===== config.mk =====
export PLATFORM = sky130hd
export DESIGN_NAME = cpu_bus_adapter
export DESIGN_NICKNAME = d
export VERILOG_FILES = /design/src/rtl/cpu_bus_adapter_pkg.sv /design/src/rtl/cpu_bus_adapter_timeout_cnt.sv /design/src/rtl/cpu_bus_adapter.sv
export SDC_FILE = /design/constraint.sdc
export NUM_CORES = 1
export LEC_CHECK = 0
export ABC_AREA = 0
export BUFFER_PORTS_ARGS = -buffer_cell sky130_fd_sc_hd__buf_2
export CELL_PAD_IN_SITES_DETAIL_PLACEMENT = 1
export CELL_PAD_IN_SITES_GLOBAL_PLACEMENT = 1
export CORE_MARGIN = 3
export CORE_UTILIZATION = 31
export CTS_BUF_LIST = sky130_fd_sc_hd__clkbuf_4 sky130_fd_sc_hd__clkbuf_8 sky130_fd_sc_hd__clkbuf_16
export CTS_CLUSTER_DIAMETER = 50
export DETAILED_ROUTE_END_ITERATION = 6
export PLACE_DENSITY = 0.91
export SETUP_SLACK_MARGIN = 0.1
export SYNTH_ARGS = -nofsm -noshare
export SYNTH_HDL_FRONTEND = slang
export SYNTH_SLANG_ARGS = --single-unit

===== constraint.sdc =====
create_clock -name clk_i -period 1.57 [get_ports clk_i]
set_input_delay 0.0785 -clock clk_i [delete_from_list [all_inputs] [get_ports clk_i]]
set_output_delay 0.0785 -clock clk_i [all_outputs]
set_load 0.02 [all_outputs]

===== src/rtl/cpu_bus_adapter_pkg.sv =====
// Shared types and constants for the CPU-to-bus load/store adapter.
package cpu_bus_adapter_pkg;

    localparam int REG_BUS   = 32;
    localparam int STALL_MEM = 3;
    localparam logic [REG_BUS-1:0] ZERO_WORD = '0;

    typedef enum logic [1:0] {
        ADP_IDLE = 2'd0,
        ADP_BUSY = 2'd1,
        ADP_DONE = 2'd2
    } adp_state_e;

    // A request with no lanes selected is a full-word access.
    function automatic logic [3:0] norm_sel(input logic [3:0] sel);
        return (sel == 4'h0) ? 4'hF : sel;
    endfunction

endpackage


===== src/rtl/cpu_bus_adapter_timeout_cnt.sv =====
// BUSY-cycle watchdog: counts enabled cycles and flags the last allowed one.
module bus_timeout_cnt #(
    parameter int TIMEOUT_CYCLES = 255
) (
    input  logic clk_i,
    input  logic rst_i,
    input  logic clear_i,
    input  logic enable_i,
    output logic expired_o
);

    localparam int CNT_W = $clog2(TIMEOUT_CYCLES + 1);
    localparam logic [CNT_W-1:0] LAST = CNT_W'(TIMEOUT_CYCLES - 1);

    logic [CNT_W-1:0] cnt;

    always_ff @(posedge clk_i) begin
        if (rst_i || clear_i) begin
            cnt <= '0;
        end else if (enable_i) begin
            cnt <= cnt + 1'b1;
        end
    end

    // Asserted during the TIMEOUT_CYCLES-th enabled cycle so the abort lands on that edge.
    assign expired_o = enable_i && (cnt == LAST);

endmodule


===== src/rtl/cpu_bus_adapter.sv =====
// Turns one CPU load/store request into one bus transaction and stalls until ack.
// Optional watchdog abort is enabled with the BUS_TIMEOUT_EN macro.
module cpu_bus_adapter
    import cpu_bus_adapter_pkg::*;
#(
    parameter int SEL_W          = 16,
    parameter int TIMEOUT_CYCLES = 255
) (
    input  logic              clk_i,
    input  logic              rst_i,
    input  logic              cpu_req_i,
    input  logic              cpu_we_i,
    input  logic [31:0]       cpu_addr_i,
    input  logic [31:0]       cpu_wdata_i,
    input  logic [3:0]        cpu_sel_i,
    input  logic [5:0]        stall_i,
    input  logic              flush_i,
    output logic [31:0]       cpu_rdata_o,
    output logic              cpu_stall_o,
    output logic              bus_err_o,
    output logic [31:0]       bus_addr_o,
    output logic [31:0]       bus_data_o,
    output logic              bus_we_o,
    output logic [SEL_W-1:0]  bus_select_o,
    input  logic [31:0]       bus_data_i,
    input  logic              bus_ack_i
);

    adp_state_e state, state_n;
    logic       accept;
    logic       timeout;

    wire unused_stall = ^{stall_i[5:STALL_MEM+1], stall_i[STALL_MEM-1:0]};

`ifdef BUS_TIMEOUT_EN
    bus_timeout_cnt #(
        .TIMEOUT_CYCLES (TIMEOUT_CYCLES)
    ) u_timeout (
        .clk_i     (clk_i),
        .rst_i     (rst_i),
        .clear_i   (accept),
        .enable_i  (state == ADP_BUSY),
        .expired_o (timeout)
    );
`else
    localparam int unused_timeout_cycles = TIMEOUT_CYCLES;
    assign timeout = 1'b0;
`endif

    // NOTE: every always_comb output gets a default first so no path can infer a latch.
    always_comb begin
        state_n     = state;
        cpu_stall_o = 1'b0;
        accept      = 1'b0;
        unique case (state)
            ADP_IDLE: begin
                cpu_stall_o = cpu_req_i && !flush_i;
                if (cpu_req_i && !flush_i) begin
                    accept  = 1'b1;
                    state_n = ADP_BUSY;
                end
            end
            ADP_BUSY: begin
                cpu_stall_o = !flush_i;
                if (flush_i)                   state_n = ADP_IDLE;
                else if (bus_ack_i || timeout) state_n = ADP_DONE;
            end
            ADP_DONE: begin
                if (flush_i || !stall_i[STALL_MEM]) state_n = ADP_IDLE;
            end
            default: state_n = ADP_IDLE;
        endcase
    end

    // NOTE: sequential state uses non-blocking assignments so all registers update together.
    always_ff @(posedge clk_i) begin
        if (rst_i) begin
            state        <= ADP_IDLE;
            cpu_rdata_o  <= ZERO_WORD;
            bus_err_o    <= 1'b0;
            bus_addr_o   <= '0;
            bus_data_o   <= '0;
            bus_we_o     <= 1'b0;
            bus_select_o <= '0;
        end else begin
            state     <= state_n;
            bus_err_o <= 1'b0;
            if (accept) begin
                bus_addr_o   <= cpu_addr_i;
                bus_data_o   <= cpu_wdata_i;
                bus_we_o     <= cpu_we_i;
                bus_select_o <= SEL_W'(norm_sel(cpu_sel_i));
            end else if (state == ADP_BUSY) begin
                if (flush_i) begin
                    bus_select_o <= '0;
                    bus_we_o     <= 1'b0;
                end else if (bus_ack_i) begin
                    if (!bus_we_o) cpu_rdata_o <= bus_data_i;
                    bus_select_o <= '0;
                    bus_we_o     <= 1'b0;
                end else if (timeout) begin
                    cpu_rdata_o  <= ZERO_WORD;
                    bus_err_o    <= 1'b1;
                    bus_select_o <= '0;
                    bus_we_o     <= 1'b0;
                end
            end
        end
    end

endmodule

==> results.cfg, run 1 <==
[timing]
worst_pin_slew_ps = 623.3
fin_crit_sh_pct = 98.36
rsz0062_at_grt = true
hold_slack_ps = 7.916
slew_headroom_pct = 58.06
hold_viol_final = 0
fin_ws_ps = 25.72
final_max_slew_viol_count = 0
skew_ps = 4.576
min_period_ps = 1544
max_freq_mhz = 647.6
setup_viol = 0

[setup_path]
crit_type = register to register
startpoint_type = register
path_cells = or4b_4 -> buf_12 -> nand2_1 -> a21oi_1
worstPathRequired_ps = 1800
arrival_ps = 1770
r2r-end = bus_data_o[17]
r2r_start = state[1]
r2r_cells = 4
critical-path-max-stage-delay_ps = 670
end_kind = register
crit_fanout = 15
cp_slowest_cell = or4b_4
ff2ff_setup_slack_ps = 30

[die]
die_x_um = 120.4
start_util_pct = 31.90
rows = 41
die_area_um2 = 14500
ios = 227
die_h_um = 120.4
fp.coreArea_um2 = 12720

[clocking]
clkTransAtPathRegs_ps = 70
cts_buffers = 9
htreeDepth = 3
clock_latency_ps = 350
clockBufferDepth = 2
clock-root-buffer = clkbuf_16
cts_sinks = 103
tritoncts = yes

[logic_synthesis]
syn_inst = 461
seq_area_frac_synth_pct = 50.80
avgSynthCellArea_um2 = 8.805
ys_types = 24
yosysTopAreaCell = dfxtp_1
synth-seq-cells = 103
synthTopCellsByArea = dfxtp_1 51%, nand2_1 12%, nand2b_1 10%, a21oi_1 7.9%, mux2i_1 7.9%
netlist.area_leader.share_pct = 50.80
yosys_warnings = 0
syn_area_um2 = 4059

[finish]
post-route-util_pct = 54.89
fin_nets = 879
syn2layout_area_growth_pct = 72.04
drive_gt1_share_pct = 39.12
instances_no_fill = 947

[drt]
drt_wl_total_um = 19030
first_pass_iters = 4
via_count = 4557
ant_nets = 0
drt_iter0_markers = 257
viasPerCell = 4.812
wl_per_cell_um = 20.10
drc_errors = 0

[outcome]
status = completed

[run]
maxCapViolCount = 0

[global_routing]
grt_pass1_wl_um = 25880
track_usage_pct = 23.02
gr-total-overflow = 0
grt_max_degree = 42
grt_pass1_vias = 4855
antenna_found_initial = 3

[worst_hold_path]
holdPathEnd = cpu_rdata_o[8]
hold_depth = 3
holdCritStartpoint = bus_data_i[8]
hold_path.class = input port to register

[placement]
place_ws_ps = -3.833
finalWeightedCongestion = 0.7541
dp_cells = 821
hpwl_um = 8742
io_buffer_count = 208

[pwr]
peakVddDrop_v = 0.0007864
power_density_nw_per_um2 = 893.6
leakagePower_nw = 3.141
==> worst max path at each step <==
stage                     slack [ps]     start        endpoint
after floorplan                  110  state[1]  bus_data_o[10]
after global placement            40  state[1]  bus_addr_o[18]
after detailed placement          -4  state[1]  bus_data_o[21]
after CTS                         80  state[1]   bus_addr_o[8]
after global routing              -3  state[1]        bus_we_o
final                             30  state[1]  bus_data_o[17]
==> power breakdown <==
group	total [mW]	internal (mW)	switching, mW
Combinational	1.14	0.541	0.601
Sequential	2.77	2.71	0.0593
Clock	2.33	1.32	1.01
Total	6.24	4.57	1.67
==> timing repair <==
item / CTS / global route
endpoints found under the setup margin: 66 / 98
hold endpoints to repair: 89 / 0
buffers inserted: 2 / 3
resized for setup: 3 / 66
gates cloned: 3 / 10
pin swaps: 1 / 12
hold buffers: 89 / 0
==> per-layer routing <==
metal	up-vias	wire (um)	track usage, %
met5	-	0	0
met3	63	1086	5.519
met2	218	10190	43.66
met4	0	957	12.32
li1	2084	-	-
met1	2192	6797	22.94
==> stage by stage <==
stage	setup TNS (ps)	cell area (um2)	total power, mW
after floorplan	0	4104	3.261
after global placement	0	5221	3.530
after detailed placement	-3.833	5221	3.552
after CTS	0	6526	6.105
after global routing	-2.983	6983	6.475
final	0	6983	6.240
==> flip-flops by register name, indices dropped and copies added (netlist names) <==
| signal | flops |
|---|---|
| bus_select_o | 4 |
| bus_we_o | 1 |
| bus_addr_o | 32 |
| bus_data_o | 32 |
| cpu_rdata_o | 32 |
| state | 2 |
==> layout by cell type, fill, tap and decap left out, drive strengths merged <==
cell         count
diode            3
nand2b          65
nor4             2
or4b             1
o21a             1
nand3b           1
clkbuf          19
nand2          129
buf            231
nor3             2
mux2i           32
dlygate4sd3     89
o2bb2ai          4
clkinvlp         2
nor2             6
a22o             1
or2              1
dfxtp          103
bufinv           1
inv              2
a21oi           64
conb            13
nor4b            1
a311oi           1
and3b            1
==> logic make-up after synthesis <==
logic type,share of synthesized area (%)
mux,7.892
flops,50.80
compound gates,9.371
buf+inv,7.244
other cells,0.09239
simple gates,24.60
==> final cells by class <==
cell class / count / area, um2
flip-flops and latches: 103 / 2064
repair buffers: 327 / 2426
fillers: 1494 / 5739
inverters: 1 / 3.754
multi-input cells: 325 / 1958
diodes: 3 / 7.507
well taps: 172 / 215.2
clock buffers: 12 / 254.0
clock inverters: 4 / 53.80
==> worst max-delay path: cells and delay by family, from the launching register on <==
kind | cells | cell delay, ps
compound gates | 1 | 100
buf+inv | 1 | 210
flops | 1 | 330
simple gates | 2 | 780
==> Yosys cell counts <==
| library cell | n |
|---|---|
| nand2_1 | 129 |
| dfxtp_1 | 103 |
| nand2b_1 | 65 |
| a21oi_1 | 64 |
| mux2i_1 | 32 |
| buf_4 | 23 |
| clkbuf_1 | 15 |
| nor2_1 | 6 |
| buf_6 | 5 |
| o2bb2ai_1 | 4 |
| nor3_1 | 2 |
| a22o_1 | 1 |
| a311oi_1 | 1 |
| and3b_1 | 1 |
| buf_2 | 1 |
| conb_1 | 1 |
| inv_1 | 1 |
| nand3b_1 | 1 |
| nor4_1 | 1 |
| nor4_4 | 1 |
| nor4b_2 | 1 |
| o21a_1 | 1 |
| or2_1 | 1 |
| or4b_1 | 1 |
Power figures use the tool's default switching activity.
==> run 2, diff against run 1 <==
--- a/config.mk
+++ b/config.mk
@@ -5,16 +5,17 @@
 export SDC_FILE = /design/constraint.sdc
 export NUM_CORES = 1
 export LEC_CHECK = 0
-export ABC_AREA = 0
+export ABC_AREA = 1
 export BUFFER_PORTS_ARGS = -buffer_cell sky130_fd_sc_hd__buf_2
 export CELL_PAD_IN_SITES_DETAIL_PLACEMENT = 1
 export CELL_PAD_IN_SITES_GLOBAL_PLACEMENT = 1
 export CORE_MARGIN = 3
-export CORE_UTILIZATION = 31
+export CORE_UTILIZATION = 29
 export CTS_BUF_LIST = sky130_fd_sc_hd__clkbuf_4 sky130_fd_sc_hd__clkbuf_8 sky130_fd_sc_hd__clkbuf_16
 export CTS_CLUSTER_DIAMETER = 50
 export DETAILED_ROUTE_END_ITERATION = 6
-export PLACE_DENSITY = 0.91
+export GPL_TIMING_DRIVEN = 1
+export PLACE_DENSITY = 0.9
 export SETUP_SLACK_MARGIN = 0.1
 export SYNTH_ARGS = -nofsm -noshare
 export SYNTH_HDL_FRONTEND = slang
==> run 2 against run 1 <==
Compared with the run above:
- die area is 5.6% higher
- non-clock buffer count is 51 lower
- total power is 6.7% higher
- synthesized cell count is 22% higher
- fmax is 9.4% higher
- sequential cell count stayed put
- register-to-register slack better by 130 ps
- routed wire length is 18% lower
- count of clock-buffer cells in the layout is 1 lower
- critical path type unchanged
==> results.cfg, run 2 <==
[clocking]
tritoncts = yes
clkTransAtPathRegs_ps = 70
clockBufferDepth = 2
cts_sinks = 103
clock-root-buffer = clkbuf_16
clock_latency_ps = 340
cts_buffers = 9
htreeDepth = 3

[finish]
drive_gt1_share_pct = 30.44
layout_commonest_cell = buf_2
syn2layout_area_growth_pct = 54.09
post-route-util_pct = 46.23
instances_no_fill = 994
fin_nets = 925
num_antenna_cells = 0
layout_common_cells = 207 x buf_2, 198 x nor2_1, 101 x dfxtp_1, 54 x dlygate4sd3_1, 53 x nand2_1
largest_registers = bus_addr_o x32, bus_data_o x32, cpu_rdata_o x32
fin_area_um2 = 6195

[drt]
drt_iter0_markers = 158
via_count = 4499
drt_wl_total_um = 15590
first_pass_iters = 4
ant_nets = 0
drc_errors = 0
wl_per_cell_um = 15.69
viasPerCell = 4.526

[logic_synthesis]
yosys_warnings = 0
netlist.area_leader.share_pct = 51.29
seq_area_frac_synth_pct = 51.29
avgSynthCellArea_um2 = 7.166
synthTopCellsByArea = dfxtp_1 51%, nor2_1 19%, o21ai_0 8.0%, nand3_1 5.0%, nand2_1 4.9%
post-synth-top-count-cell = nor2_1
synth-edff-count = 0
ys_async_sr_fraction_pct = 0
syn_area_um2 = 4020
synth_compound_area_share_pct = 8.715
synth_fa_ha_area_share_pct = 0
synth-xor-area-share_pct = 0
ys_types = 15
yosys_most_used_dff = dfxtp_1
synth_top_family_by_area = simple AND/OR/NAND/NOR gates
synth_commonest_cells = 200 x nor2_1, 103 x dfxtp_1, 64 x o21ai_0
syn_inst = 561
yosysTopAreaCell = dfxtp_1
yosys.area_share.simple_pct = 29.16
synthMuxAreaShare_pct = 0
synth-seq-cells = 103

[worst_hold_path]
hold_path.class = input port to register

[setup_path]
crit_fanout = 29
worstPathRequired_ps = 1800
crit_type = register to register
startpoint_type = register
end_kind = register
arrival_ps = 1640

[timing]
rsz0062_at_grt = false
max_freq_mhz = 708.6
fin_setup_tns_ps = 0
setup_viol = 0
final_max_slew_viol_count = 0
skew_ps = 5.682
hold_viol_final = 0
min_period_ps = 1411
fin_crit_sh_pct = 89.89
hold_slack_ps = 11.56
fin_ws_ps = 158.8

[die]
die_x_um = 123.7
start_util_pct = 30.00
ios = 227
fp.coreArea_um2 = 13400
die_h_um = 123.7
die_area_um2 = 15310
rows = 42

[run]
maxCapViolCount = 0

[global_routing]
grt_pass1_vias = 4733
antenna_found_initial = 1
grt_max_degree = 70
track_usage_pct = 20.03
grt_pass1_wl_um = 23890
gr-total-overflow = 0

[placement]
finalWeightedCongestion = 0.7489
hpwl_um = 9569
dpl-instance-area_um2 = 5209
io_buffer_count = 208
dp_cells = 919
place_ws_ps = 134.6

[outcome]
status = completed

[pwr]
power_density_nw_per_um2 = 1075
leakagePower_nw = 3.173
peakVddDrop_v = 0.0006653
power_mw = 6.657
## run 2: final timing paths
kind	start	end	slack, ps	cells past startpoint
setup reg to reg	state[1]	bus_data_o[26]	160	6
setup / recovery	state[1]	bus_data_o[26]	160	6
hold / removal	cpu_wdata_i[17]	bus_data_o[17]	10	3
hold reg to reg	cpu_rdata_o[23]	cpu_rdata_o[23]	470	2
## run 2: area by class of cell
cell class              instances  area, um2
clock buffers                  11      246.5
inverters                      44      165.2
flip-flops and latches        103       2067
clock inverters                 5      81.33
well taps                     176      220.2
multi-input cells             379       1617
fillers                      1700       7206
repair buffers                276       1798
## run 2: power by group
part           total, mW  internal [mW]  switching (mW)
clock               2.47           1.46            1.01
sequential          2.88           2.78          0.0959
combinational       1.31          0.520           0.789
total               6.66           4.77            1.89
## run 2: kinds of logic (layout without fill, tap and decap cells)
group,after synthesis,after routing
other,1,13
buffers and inverters,91,336
flip-flops,103,103
AND/OR/NAND/NOR,296,296
AO/OA/AOI/OAI,70,70
## run 2: repair_timing
item | 4_1_cts | 5_1_grt
resized for setup | 4 | 25
buffers inserted | 1 | 2
hold buffers | 54 | 0
pin swaps | 1 | 2
gates cloned | 1 | 1
setup endpoints to repair | 8 | 55
hold endpoints to repair | 57 | 0
## run 2: per-layer routing
layer | track usage [%] | vias to the layer above | share of wire, %
met5 | 0 | - | 0.12
met4 | 8.304 | 2 | 2.7
met3 | 6.222 | 31 | 8.0
met2 | 36.13 | 166 | 51
met1 | 21.57 | 2087 | 38
li1 | - | 2213 | -
## run 2: critical path, cell delays in order (launching register included)
cell       delay [ps]
dfxtp_4           370
nor2_4            130
nand3_4           100
buf_4             160
bufbuf_16         300
o21ai_2           150
nor2_1             70
